$ cat config.mk
export PLATFORM = sky130hd
export DESIGN_NAME = iir_out_fifo
export DESIGN_NICKNAME = d
export VERILOG_FILES = /design/src/rtl/iir_pkg.sv /design/src/rtl/iir_fifo_mem.sv /design/src/rtl/iir_out_fifo.sv
export SDC_FILE = /design/constraint.sdc
export NUM_CORES = 1
export LEC_CHECK = 0
export BUFFER_PORTS_ARGS = -buffer_cell sky130_fd_sc_hd__buf_2
export CAP_MARGIN = 20
export CORE_ASPECT_RATIO = 0.8
export CORE_MARGIN = 2
export CORE_UTILIZATION = 48
export DETAILED_ROUTE_END_ITERATION = 16
export GPL_ROUTABILITY_DRIVEN = 1
export GPL_TIMING_DRIVEN = 0
export PLACE_DENSITY = 0.66
export SLEW_MARGIN = 20
export SYNTH_ARGS = -nofsm -noshare
export SYNTH_HDL_FRONTEND = slang
export SYNTH_SLANG_ARGS = --single-unit
$ cat constraint.sdc
create_clock -name CLK -period 3.1 [get_ports CLK]
set_input_delay 0 -clock CLK [delete_from_list [all_inputs] [get_ports CLK]]
set_output_delay 0 -clock CLK [all_outputs]
set_load 0.05 [all_outputs]
$ cat src/rtl/iir_pkg.sv
// Shared IIR constants: filter sample width and output FIFO defaults.
// Also holds the occupancy update decode used by the output queue.
package iir_pkg;

    localparam int IIR_NB     = 13;
    localparam int FIFO_NB    = IIR_NB;
    localparam int FIFO_DEPTH = 8;

    typedef enum logic [1:0] {
        CNT_HOLD = 2'd0,
        CNT_INC  = 2'd1,
        CNT_DEC  = 2'd2
    } cnt_op_e;

    // A simultaneous push and pop leaves occupancy unchanged.
    function automatic cnt_op_e cnt_op(input logic push, input logic pop);
        cnt_op_e op;
        op = CNT_HOLD;
        if (push && !pop) op = CNT_INC;
        if (pop && !push) op = CNT_DEC;
        return op;
    endfunction

endpackage

$ cat src/rtl/iir_fifo_mem.sv
// Sample storage for the IIR output queue.
// Synchronous write, asynchronous read, DEPTH x NB, no reset.
module iir_fifo_mem
    import iir_pkg::*;
#(
    parameter int NB    = FIFO_NB,
    parameter int DEPTH = FIFO_DEPTH,
    parameter int AW    = $clog2(DEPTH)
) (
    input  logic          CLK,
    input  logic          we,
    input  logic [AW-1:0] waddr,
    input  logic [NB-1:0] wdata,
    input  logic [AW-1:0] raddr,
    output logic [NB-1:0] rdata
);

    logic [NB-1:0] mem [DEPTH];

    always_ff @(posedge CLK) begin
        if (we) begin
            mem[waddr] <= wdata;
        end
    end

    assign rdata = mem[raddr];

endmodule

$ cat src/rtl/iir_out_fifo.sv
// First-word-fall-through output queue between the IIR filter and its sink.
// The filter cannot be stalled, so samples arriving at a full queue are dropped.
module iir_out_fifo
    import iir_pkg::*;
#(
    parameter int NB    = FIFO_NB,
    parameter int DEPTH = FIFO_DEPTH
) (
    input  logic                     CLK,
    input  logic                     RST_n,
    input  logic [NB-1:0]            DIN,
    input  logic                     VIN,
    output logic [NB-1:0]            DOUT,
    output logic                     VOUT,
    input  logic                     RDY,
    output logic                     FULL,
    output logic                     EMPTY,
    output logic                     OVF,
    output logic [$clog2(DEPTH):0]   COUNT
);

    localparam int AW = $clog2(DEPTH);
    localparam logic [AW:0] CNT_MAX = (AW+1)'(DEPTH);

    logic [AW-1:0] wr_ptr;
    logic [AW-1:0] rd_ptr;
    logic [AW:0]   count;
    logic          ovf;
    logic          push;
    logic          pop;
    logic          drop;
    logic [NB-1:0] rd_data;

    // Flags decode only registered occupancy.
    assign EMPTY = (count == '0);
    assign FULL  = (count == CNT_MAX);
    assign VOUT  = !EMPTY;
    assign COUNT = count;
    assign OVF   = ovf;
    assign DOUT  = EMPTY ? '0 : rd_data;

    assign pop  = VOUT & RDY;
    assign push = VIN & (!FULL | pop);
    assign drop = VIN & FULL & !pop;

    always_ff @(posedge CLK) begin
        if (!RST_n) begin
            wr_ptr <= '0;
            rd_ptr <= '0;
            count  <= '0;
            ovf    <= 1'b0;
        end else begin
            if (push) wr_ptr <= wr_ptr + AW'(1);
            if (pop)  rd_ptr <= rd_ptr + AW'(1);
            unique case (cnt_op(push, pop))
                CNT_INC: count <= count + (AW+1)'(1);
                CNT_DEC: count <= count - (AW+1)'(1);
                default: count <= count;
            endcase
            if (drop) ovf <= 1'b1;
        end
    end

    iir_fifo_mem #(
        .NB    (NB),
        .DEPTH (DEPTH),
        .AW    (AW)
    ) u_mem (
        .CLK   (CLK),
        .we    (push & RST_n),
        .waddr (wr_ptr),
        .wdata (DIN),
        .raddr (rd_ptr),
        .rdata (rd_data)
    );

endmodule

==> impl_results.md, run 1 <==
- Synth Cell Area: around 4700 um^2
- DRT antenna net count: 0
- Post-synth top area share: between 60% and 70%
- CP cell instances: or4b_1, o21ai_1, buf_2, nor4_2, buf_2, buf_2
- Max Root-Sink Buffers: 2
- CTS sink count: 118
- Critical path type: flip-flop to flip-flop
- Worst Max-Slew Pin Slew: approximately 0.91 ns
- Post-synthesis compound-gate area fraction: roughly 2.9%
- Die Wd: around 120 um
- Pwr Density: 848.4 nW/um^2
- GRT Total Usage: between 10% and 20%
- Drt total wl: 9.338 mm
- Post-synth cell types: 42
- CTS tree: built
- Post-route minimum period: 2.785 ns
- Post-Synth Simple-Gate Area: 5.780%
- Post-cts resize count: 0
- FMAX: approximately 0.36 GHz
- Initial antenna violation count: 0
- Vias: around 2.5k
- Core footprint: between 9000 and 10000 um^2
- Htree depth: 4
- Drt pass-1 iters: 4
- Crit start category: flip-flop
- Clock Pin Slew Worst Setup and Hold Paths: ~0.05 ns
- RSZ-0062 raised after global routing: false
- Gr ovfl total: 0
- Main combinational cell family by area after synthesis: multiplexers
- Mux cell area share after synthesis: 15.52%
- Gpl congestion: 0.7778
- Final hold vios: 0
- DP HPWL: ~6 mm
- Status: finished clean
- Slowest cell on crit path: nor4_2
- Leak: a little over 2 nW
- Antenna Cells: 0
- Cell count after synthesis: between 200 and 250
- Cts bufs inserted: 17
- Area of the die: between 10000 and 15000 um^2
- Synth Net Count: between 200 and 300
- Highest net fanout along the worst path: 10
- Setup WS post-layout: around 0.32 ns
- Post-DR vias/cell: roughly 5.4
- Worst-Skew Late Latency: 0.40 ns
- Post-layout util: between 60% and 70%
- Non-Filler Instances: approximately 470
- DRC viols: 0
- Xor and xnor area share after synthesis: approximately 1.3%
- Synth area leaders: edfxtp_1 66%, mux4_2 12%, dfxtp_1 5.9%, mux2i_1 3.2%, xnor2_1 1.1%
- Ys Warns: 0
- WL per Instance: around 20 um
- Global-route wire length before repair: about 15 mm
- Critical path's largest stage delay: 0.73 ns
- Critical Path RT: around 3.2 ns
- I/O Buffers: 36
- Row Count: 32
- Fin. max-slew vios: 0
- Post-CTS Setup Bufs: 0
- Area grow syn2layout: 24.23%
- Area leader, netlist: edfxtp_1
- Adder-Cell Fraction of Synth Area: less than 1%
- Clock Skew: around 0.0069 ns
- Critical path's most frequent cell: buf_2
- Starting Density: a little under 50%
- CTS root buf: clkbuf_16
- Layout cells sized above 1: 35.84%
- Critical Path Sink Type: flip-flop
- Maximum number of pins on one net before global-route repair: 17
- Total power: roughly 5 mW
- Inst Count DP: 420
- Worst EP arrival: roughly 2.9 ns
- Part of the cycle the worst path needs: 89.82%
- Yosys reg bits: around 120
- Pre-CTS WS: 0.2825 ns
- # setup viols final: 0
- Max VDD drop: around 0.43 mV
- Slew HR: 39.56%
- I/O pin total: 38
- Vias in the first global route: around 2.6k
- Mean Syn Cell Area: about 19 um^2
- Fin nets: about 350
- Die H: between 90 and 100 um
- Max-capacitance violation count: 0
- DRT iter0 DRCs: around 190
- Hold crit path type: primary input to flip-flop
- Register area share after synthesis: just over 70%
## registers in the layout (all words and copies together) (netlist names), named ones only
signal / count
wr_ptr: 3
OVF: 1
u_mem.mem: 104
COUNT: 4
rd_ptr: 3
## cell usage after synthesis, drive strengths merged
cell / number
a21boi: 1
a32o: 1
and2: 4
and3: 1
and4b: 1
buf: 9
clkbuf: 6
dfxtp: 14
edfxtp: 104
ha: 3
inv: 4
mux2i: 15
mux4: 26
nand2: 4
nand2b: 2
nand3: 3
nand3b: 1
nand4b: 1
nor2: 14
nor2b: 3
nor3: 3
nor3b: 1
nor4: 6
nor4b: 1
o2111a: 1
o211ai: 1
o21a: 1
o21ai: 3
o221ai: 1
o311ai: 2
o41ai: 1
or3: 1
or4: 2
or4b: 1
xnor2: 6
xor2: 1
## critical path: cells and delay by family, from the launching register on
family / cells / cell delay (ns)
flip-flops: 1 / 0.59
AND/OR/NAND/NOR: 2 / 0.98
AO/OA/AOI/OAI: 1 / 0.14
buffers and inverters: 3 / 0.77
## final timing paths
kind,start,end,slack (ns),cells past startpoint
hold / removal,RDY,OVF,0.12,3
setup / recovery,COUNT[0],u_mem.mem[2][11],0.32,6
hold reg to reg,OVF,OVF,0.48,1
setup reg to reg,COUNT[0],u_mem.mem[2][11],0.32,6
## final cells by class
class	instances	area, um^2
fill	733	3720
sequential	118	3403
multi-input combinational	112	1292
clock buffer	18	429.2
timing repair buffer	65	406.6
tap	119	148.9
clock inverter	14	116.4
buffer	15	77.57
inverter	4	15.01
## routing by layer
layer	vias to the layer above	wire length (um)	track usage [%]
met5	-	0	0
met3	6	530	7.723
met2	72	4371	28.24
met1	1277	4368	27.93
met4	0	68	5.924
li1	1178	-	-
## report_power, final
part | internal (mW) | switching, mW | leakage [nW] | total (mW)
Clock | 1.15 | 0.636 | 0.270 | 1.79
Combinational | 0.479 | 0.899 | 0.717 | 1.38
Sequential | 1.78 | 0.0457 | 1.05 | 1.83
Total | 3.42 | 1.58 | 2.04 | 5.00
## kinds of logic (layout without fill, tap and decap cells)
logic type               after synthesis  count (layout)
flip-flops                           118             118
AND/OR/NAND/NOR                       49              49
multiplexers                          41              41
buffers and inverters                 19             116
AO/OA/AOI/OAI                         12              12
XOR/XNOR                               7               7
adder cells (fa/ha/maj)                3               3
## what timing repair did
item,in CTS,in global routing
setup endpoints to repair,0,0
hold buffers,13,0
endpoints found under the hold margin,104,0
## placed cells by master (no fill, tap or decap), types with 4 or more instances in the layout
cell type,synthesis,routed
dfxtp_1,14,14
buf_2,5,52
mux4_2,26,26
nor2_1,13,13
dlygate4sd3_1,0,13
nor4_2,0,6
clkinv_2,0,6
nand2_1,4,4
xnor2_1,6,6
mux2i_1,15,15
and2_1,4,4
edfxtp_1,104,104
buf_4,0,4
clkbuf_16,0,17
clkbuf_1,6,7
clkinv_1,0,5
## through the flow
stage	hold slack [ns]	TNS (ns)	instance area (um^2)
final	0.1178	0	5889
after detailed placement	0.2811	0	5214
after CTS	0.09475	0	5889
after floorplan	0.09887	-0.6649	4741
after global placement	0.2700	-80.09	5070
after global routing	0.1141	0	5889
Power figures use the tool's default switching activity.
==> run 2, diff against run 1 <==
--- a/config.mk
+++ b/config.mk
@@ -16,3 +16,3 @@
 export PLACE_DENSITY = 0.66
-export SLEW_MARGIN = 20
+export SKIP_CTS_REPAIR_TIMING = 1
 export SYNTH_ARGS = -nofsm -noshare
==> constraint.sdc (replaced) <==
create_clock -name CLK -period 3.1 [get_ports CLK]
set_input_delay 0.155 -clock CLK [delete_from_list [all_inputs] [get_ports CLK]]
set_output_delay 0.155 -clock CLK [all_outputs]
set_load 0.05 [all_outputs]
==> run 2 against run 1 <==
Net effect: non-clock buffer count is 16 lower; global-route usage is 0.31 points lower; sequential share of layout area is 0.55 points higher; clock-buffer cell count is 7 higher; routed wire length is 2.7% lower; clock power is 9% higher; cell count is 3.4% lower; die area stayed put; critical path depth stayed put; setup slack worse by 0.021 ns; largest cell class unchanged.
==> impl_results.md, run 2 (same netlist as run 1, synthesis figures left out) <==
- Commonest non-fill, non-tap cell in the layout: edfxtp_1
- Htree depth: 4
- Area grow syn2layout: 23.07%
- Post-layout util: a little over 60%
- Maximum number of pins on one net before global-route repair: 17
- Critical Path Sink Type: output pin
- Drt pass-1 iters: 4
- Gpl congestion: approximately 0.8
- Drt total wl: slightly above 9 mm
- CTS sink count: 118
- DRT iter0 DRCs: around 190
- Highest net fanout along the worst path: 10
- Post-DR vias/cell: 5.579
- Max reg flops: roughly 100
- WL per Instance: approximately 20 um
- Starting Density: about 49%
- Die Wd: roughly 120 um
- Worst Max-Slew Pin Slew: ~1.0 ns
- CP cell instances: clkbuf_1, buf_1, mux4_2, mux2i_1, nor2_1, buf_2
- DRC viols: 0
- Area of the die: around 11000 um^2
- Reg area: 3403 um^2
- DRT antenna net count: 0
- Hold slack: about 0.018 ns
- FF-to-FF End: u_mem.mem[1][6]
- Final hold vios: 0
- Antenna Cells: 0
- Area of the multi-input gates: ~1300 um^2
- Global-route wire length before repair: between 10 and 15 mm
- Slowest cell on crit path: buf_1
- Worst-Skew Late Latency: between 0.4 and 0.5 ns
- Critical path type: flip-flop to output pin
- CTS root buf: clkbuf_16
- Core footprint: about 9600 um^2
- Worst EP arrival: roughly 2.7 ns
- Critical Path RT: about 2.9 ns
- Cts bufs inserted: 17
- I/O Buffers: 36
- Clock Pin Slew Worst Setup and Hold Paths: about 0.050 ns
- Slew HR: roughly a third
- Commonest cells after routing, fill and taps aside: 104 x edfxtp_1, 41 x buf_2, 26 x mux4_2, 20 x clkbuf_16, 15 x mux2i_1
- Status: finished clean
- Fin nets: approximately 340
- Max-capacitance violation count: 0
- Largest Register: u_mem.mem
- Fin. max-slew vios: 0
- Die H: 92.89 um
- Critical path's largest stage delay: 0.62 ns
- FILL cells: about 700
- Part of the cycle the worst path needs: roughly nine tenths
- Post-route minimum period: 2.805 ns
- RSZ-0062 raised after global routing: false
- Max VDD drop: ~0.52 mV
- Hold crit path type: primary input to flip-flop
- R2R depth: 6
- CTS tree: built
- Reg2reg setup slack: between 0.5 and 0.6 ns
- Max Root-Sink Buffers: 2
- FMAX: approximately 0.36 GHz
- Gr ovfl total: 0
- Layout cells sized above 1: about 38%
- Pwr Density: ~880 nW/um^2
- Critical Path Sink: DOUT[11]
- R2R Path Start: COUNT[0]
- Leak: between 2 and 2.5 nW
- Vias: approximately 2.5k
- Initial antenna violation count: 0
- DP HPWL: 5.940 mm
- Vias in the first global route: about 2.5k
- # setup viols final: 0
- GRT Total Usage: between 10% and 20%
- Row Count: 32
- Crit start category: flip-flop
- Clock Skew: between 0.006 and 0.007 ns
- I/O pin total: 38
run 2: cell count changes in the layout (fill, tap and decap cells not counted):
cell,before,now
dlygate4sd3_1,13,0
buf_2,52,41
buf_4,4,11
clkinv_1,5,0
clkbuf_16,17,20
clkbuf_8,0,3
buf_6,3,4
bufinv_16,2,1
clkbuf_1,7,8
clkinv_2,6,5
run 2: worst min path at each step:
stage / from / endpoint / slack, ns / depth (start not counted)
global route: DIN[0] / u_mem.mem[1][0] / 0.01 / 1
detailed placement: DIN[0] / u_mem.mem[6][0] / 0.43 / 1
floorplan: DIN[0] / u_mem.mem[0][0] / 0.25 / 0
finish: DIN[7] / u_mem.mem[3][7] / 0.02 / 1
CTS: DIN[0] / u_mem.mem[0][0] / 0.009 / 1
global placement: DIN[0] / u_mem.mem[6][0] / 0.43 / 1
run 2: critical path, delay by kind of cell (launching register included):
family                 cells  cell delay (ns)
DFF                        1             0.30
muxes                      2             0.59
buffers and inverters      3             1.27
and+or+nand+nor            1             0.08
run 2: area by class of cell:
type | instances | share of cell area, %
sequential | 118 | 58.33
multi-input combinational | 112 | 22.15
clock buffer | 25 | 9.415
timing repair buffer | 49 | 4.890
tap | 119 | 2.552
buffer | 15 | 1.330
clock inverter | 7 | 1.072
inverter | 4 | 0.2573
run 2: routing by layer:
metal / track usage, % / vias up / routed length (um)
li1: - / 1155 / -
met1: 26.60 / 1289 / 4319
met2: 28.63 / 52 / 4293
met3: 7.264 / 9 / 370
met4: 6.627 / 0 / 102
met5: 0 / - / 0
run 2: report_power, final:
group | switching (mW) | internal (mW)
sequential | 0.0469 | 1.78
combinational | 0.893 | 0.469
clock | 0.652 | 1.30
total | 1.59 | 3.55
run 2: through the flow:
stage | instances | setup TNS, ns | worst slack [ns] | total power [mW] | cell area [um^2]
finish | 449 | 0 | 0.2946 | 5.146 | 5834
global route | 449 | 0 | 0.1173 | 5.352 | 5834
CTS | 449 | 0 | 0.2317 | 5.186 | 5834
detailed placement | 417 | 0 | 0.5554 | 3.239 | 5223
global placement | 404 | -80.09 | -1.084 | 3.217 | 5070
floorplan | 249 | -0.6649 | -0.01281 | 2.917 | 4741
==> run 3, diff against run 2 <==
Settings changed: CTS_BUF_LIST set to sky130_fd_sc_hd__clkbuf_8.
==> run 3 against run 2 <==
Net effect: global-route usage shrank 0.98 points; core utilization down 1.5 points; sequential power hardly changed; critical path depth unchanged; fmax fell by 0.74%; sequential share of layout area grew 1.5 points; total power decreased by 8.9%.
==> impl_results.md, run 3 (same netlist as run 1, synthesis figures left out) <==
- DRC viols: 0
- Reg2reg setup slack: 0.63 ns
- R2R depth: 6
- Antenna Cells: 0
- Gr ovfl total: 0
- Worst-Skew Late Latency: 0.41 ns
- GRT Total Usage: between 10% and 20%
- Global-route wire length before repair: approximately 14 mm
- CTS tree: built
- Pint: around 3.2 mW
- Htree depth: 4
- Hold crit path type: primary input to flip-flop
- Layout cells sized above 1: 37.54%
- RSZ-0062 raised after global routing: false
- Post-layout util: about three fifths
- DRT iter0 DRCs: around 200
- Worst Max-Slew Pin Slew: around 1 ns
- Critical Path Sink Type: output pin
- FILL cells: approximately 730
- Vias in the first global route: 2481
- Combinational power share: a little under 30%
- Max VDD drop: 0.4396 mV
- Reg area: 3403 um^2
- FF-to-FF End: u_mem.mem[1][6]
- Maximum number of pins on one net before global-route repair: 17
- Post-route minimum period: between 2 and 3 ns
- Max Root-Sink Buffers: 2
- Worst EP arrival: ~2.7 ns
- CTS root buf: clkbuf_8
- I/O pin total: 38
- Post-DR vias/cell: about 5.5
- Die Wd: between 100 and 150 um
- Share of total power in the clock network: between 30% and 40%
- Post-Route Setup TNS: 0 ns
- Non-Filler Instances: around 450
- R2R Path Start: COUNT[0]
- Gpl congestion: just under 0.8
- Row Count: 32
- Core footprint: between 9000 and 10000 um^2
- FMAX: roughly 0.35 GHz
- Clock Skew: 0.009120 ns
- Fin. max-slew vios: 0
- # setup viols final: 0
- Pwr Density: around 800 nW/um^2
- Critical path type: flip-flop to output pin
- Part of the cycle the worst path needs: about nine tenths
- Cts bufs inserted: 17
- Area grow syn2layout: 19.98%
- Max reg flops: 104
- Area of the die: about 11000 um^2
- Fin nets: 340
- Clock Pin Slew Worst Setup and Hold Paths: around 0.07 ns
- Status: finished clean
- Hold path endpoint: u_mem.mem[7][11]
- P_sw: about 1.5 mW
- Slew HR: between 30 and 40%
- Vias: between 2k and 2.5k
- Hold_sp: DIN[11]
- Drt pass-1 iters: 4
- DRT antenna net count: 0
- Final hold vios: 0
- Largest Register: u_mem.mem
- Crit start category: flip-flop
- Commonest non-fill, non-tap cell in the layout: edfxtp_1
- Area of the multi-input gates: between 1000 and 1500 um^2
- Die H: 92.89 um
- Seq pwr share: between 30% and 40%
- Commonest cells after routing, fill and taps aside: 104 x edfxtp_1, 41 x buf_2, 26 x mux4_2, 20 x clkbuf_8, 15 x mux2i_1
- WL per Instance: approximately 20 um
- Highest net fanout along the worst path: 10
- Drt total wl: slightly below 9 mm
- Sw Ratio: approximately 32%
- Initial antenna violation count: 0
- Hold Path Cell Cnt: 1
- Inst Count DP: about 420
- Max-capacitance violation count: 0
- DP HPWL: between 5 and 6 mm
- I/O Buffers: 36
- Critical Path RT: roughly 2.9 ns
- CTS sink count: about 120
- Leak: just under 2 nW
- Starting Density: approximately 49%
run 3: cell count changes in the layout (fill, tap and decap cells not counted), sizes merged:
cell / delta
clkbuf: -5
dlygate4sd3: +3
bufinv: +3
inv: +2
run 3: how the worst max path moves through the flow:
stage,cells after the start,slack [ns],startpoint,to
after detailed placement,6,0.56,COUNT[0],u_mem.mem[1][5]
after global routing,6,0.09,flip-flop,DOUT[11]
final,6,0.27,flip-flop,DOUT[11]
after floorplan,4,-0.01,COUNT[0],u_mem.mem[4][0]
after CTS,6,0.21,flip-flop,DOUT[11]
after global placement,4,-1.08,COUNT[0],u_mem.mem[2][6]
run 3: power by group through the flow:
stage / Clock [mW] / Combinational (mW) / Sequential (mW)
detailed placement: 0 / 1.38 / 1.86
finish: 1.50 / 1.36 / 1.83
CTS: 1.52 / 1.38 / 1.83
floorplan: 0 / 1.02 / 1.90
global placement: 0 / 1.36 / 1.86
global route: 1.60 / 1.46 / 1.83
run 3: worst max-delay path, stage by stage, from the launching register on:
cell and delay (ns):
dfxtp_1 0.30, clkbuf_1 0.42, buf_1 0.62, mux4_2 0.40, mux2i_1 0.19, nor2_1 0.08, buf_2 0.24
run 3: routing by layer:
layer	part of all wire [%]	track usage, %
met5	0	0
met3	4.5	5.694
met1	47	26.05
met2	47	27.50
met4	0.60	5.723
run 3: final cells by class:
class / instances / share of cell area, %
plain buffers: 15 / 1.364
clock buffers: 20 / 4.839
clock inverters: 12 / 2.816
inverters: 4 / 0.2640
multi-input cells: 112 / 22.72
flip-flops and latches: 118 / 59.83
well taps: 119 / 2.618
repair buffers: 52 / 5.543
run 3: per-stage QoR:
step / worst slack, ns / power [mW] / cell area, um^2 / hold slack [ns]
floorplan: -0.01281 / 2.917 / 4741 / 0.2539
global placement: -1.084 / 3.217 / 5070 / 0.4250
detailed placement: 0.5554 / 3.239 / 5223 / 0.4337
CTS: 0.2057 / 4.729 / 5658 / -0.01357
global route: 0.09428 / 4.891 / 5688 / 0.001056
finish: 0.2735 / 4.691 / 5688 / 0.01313
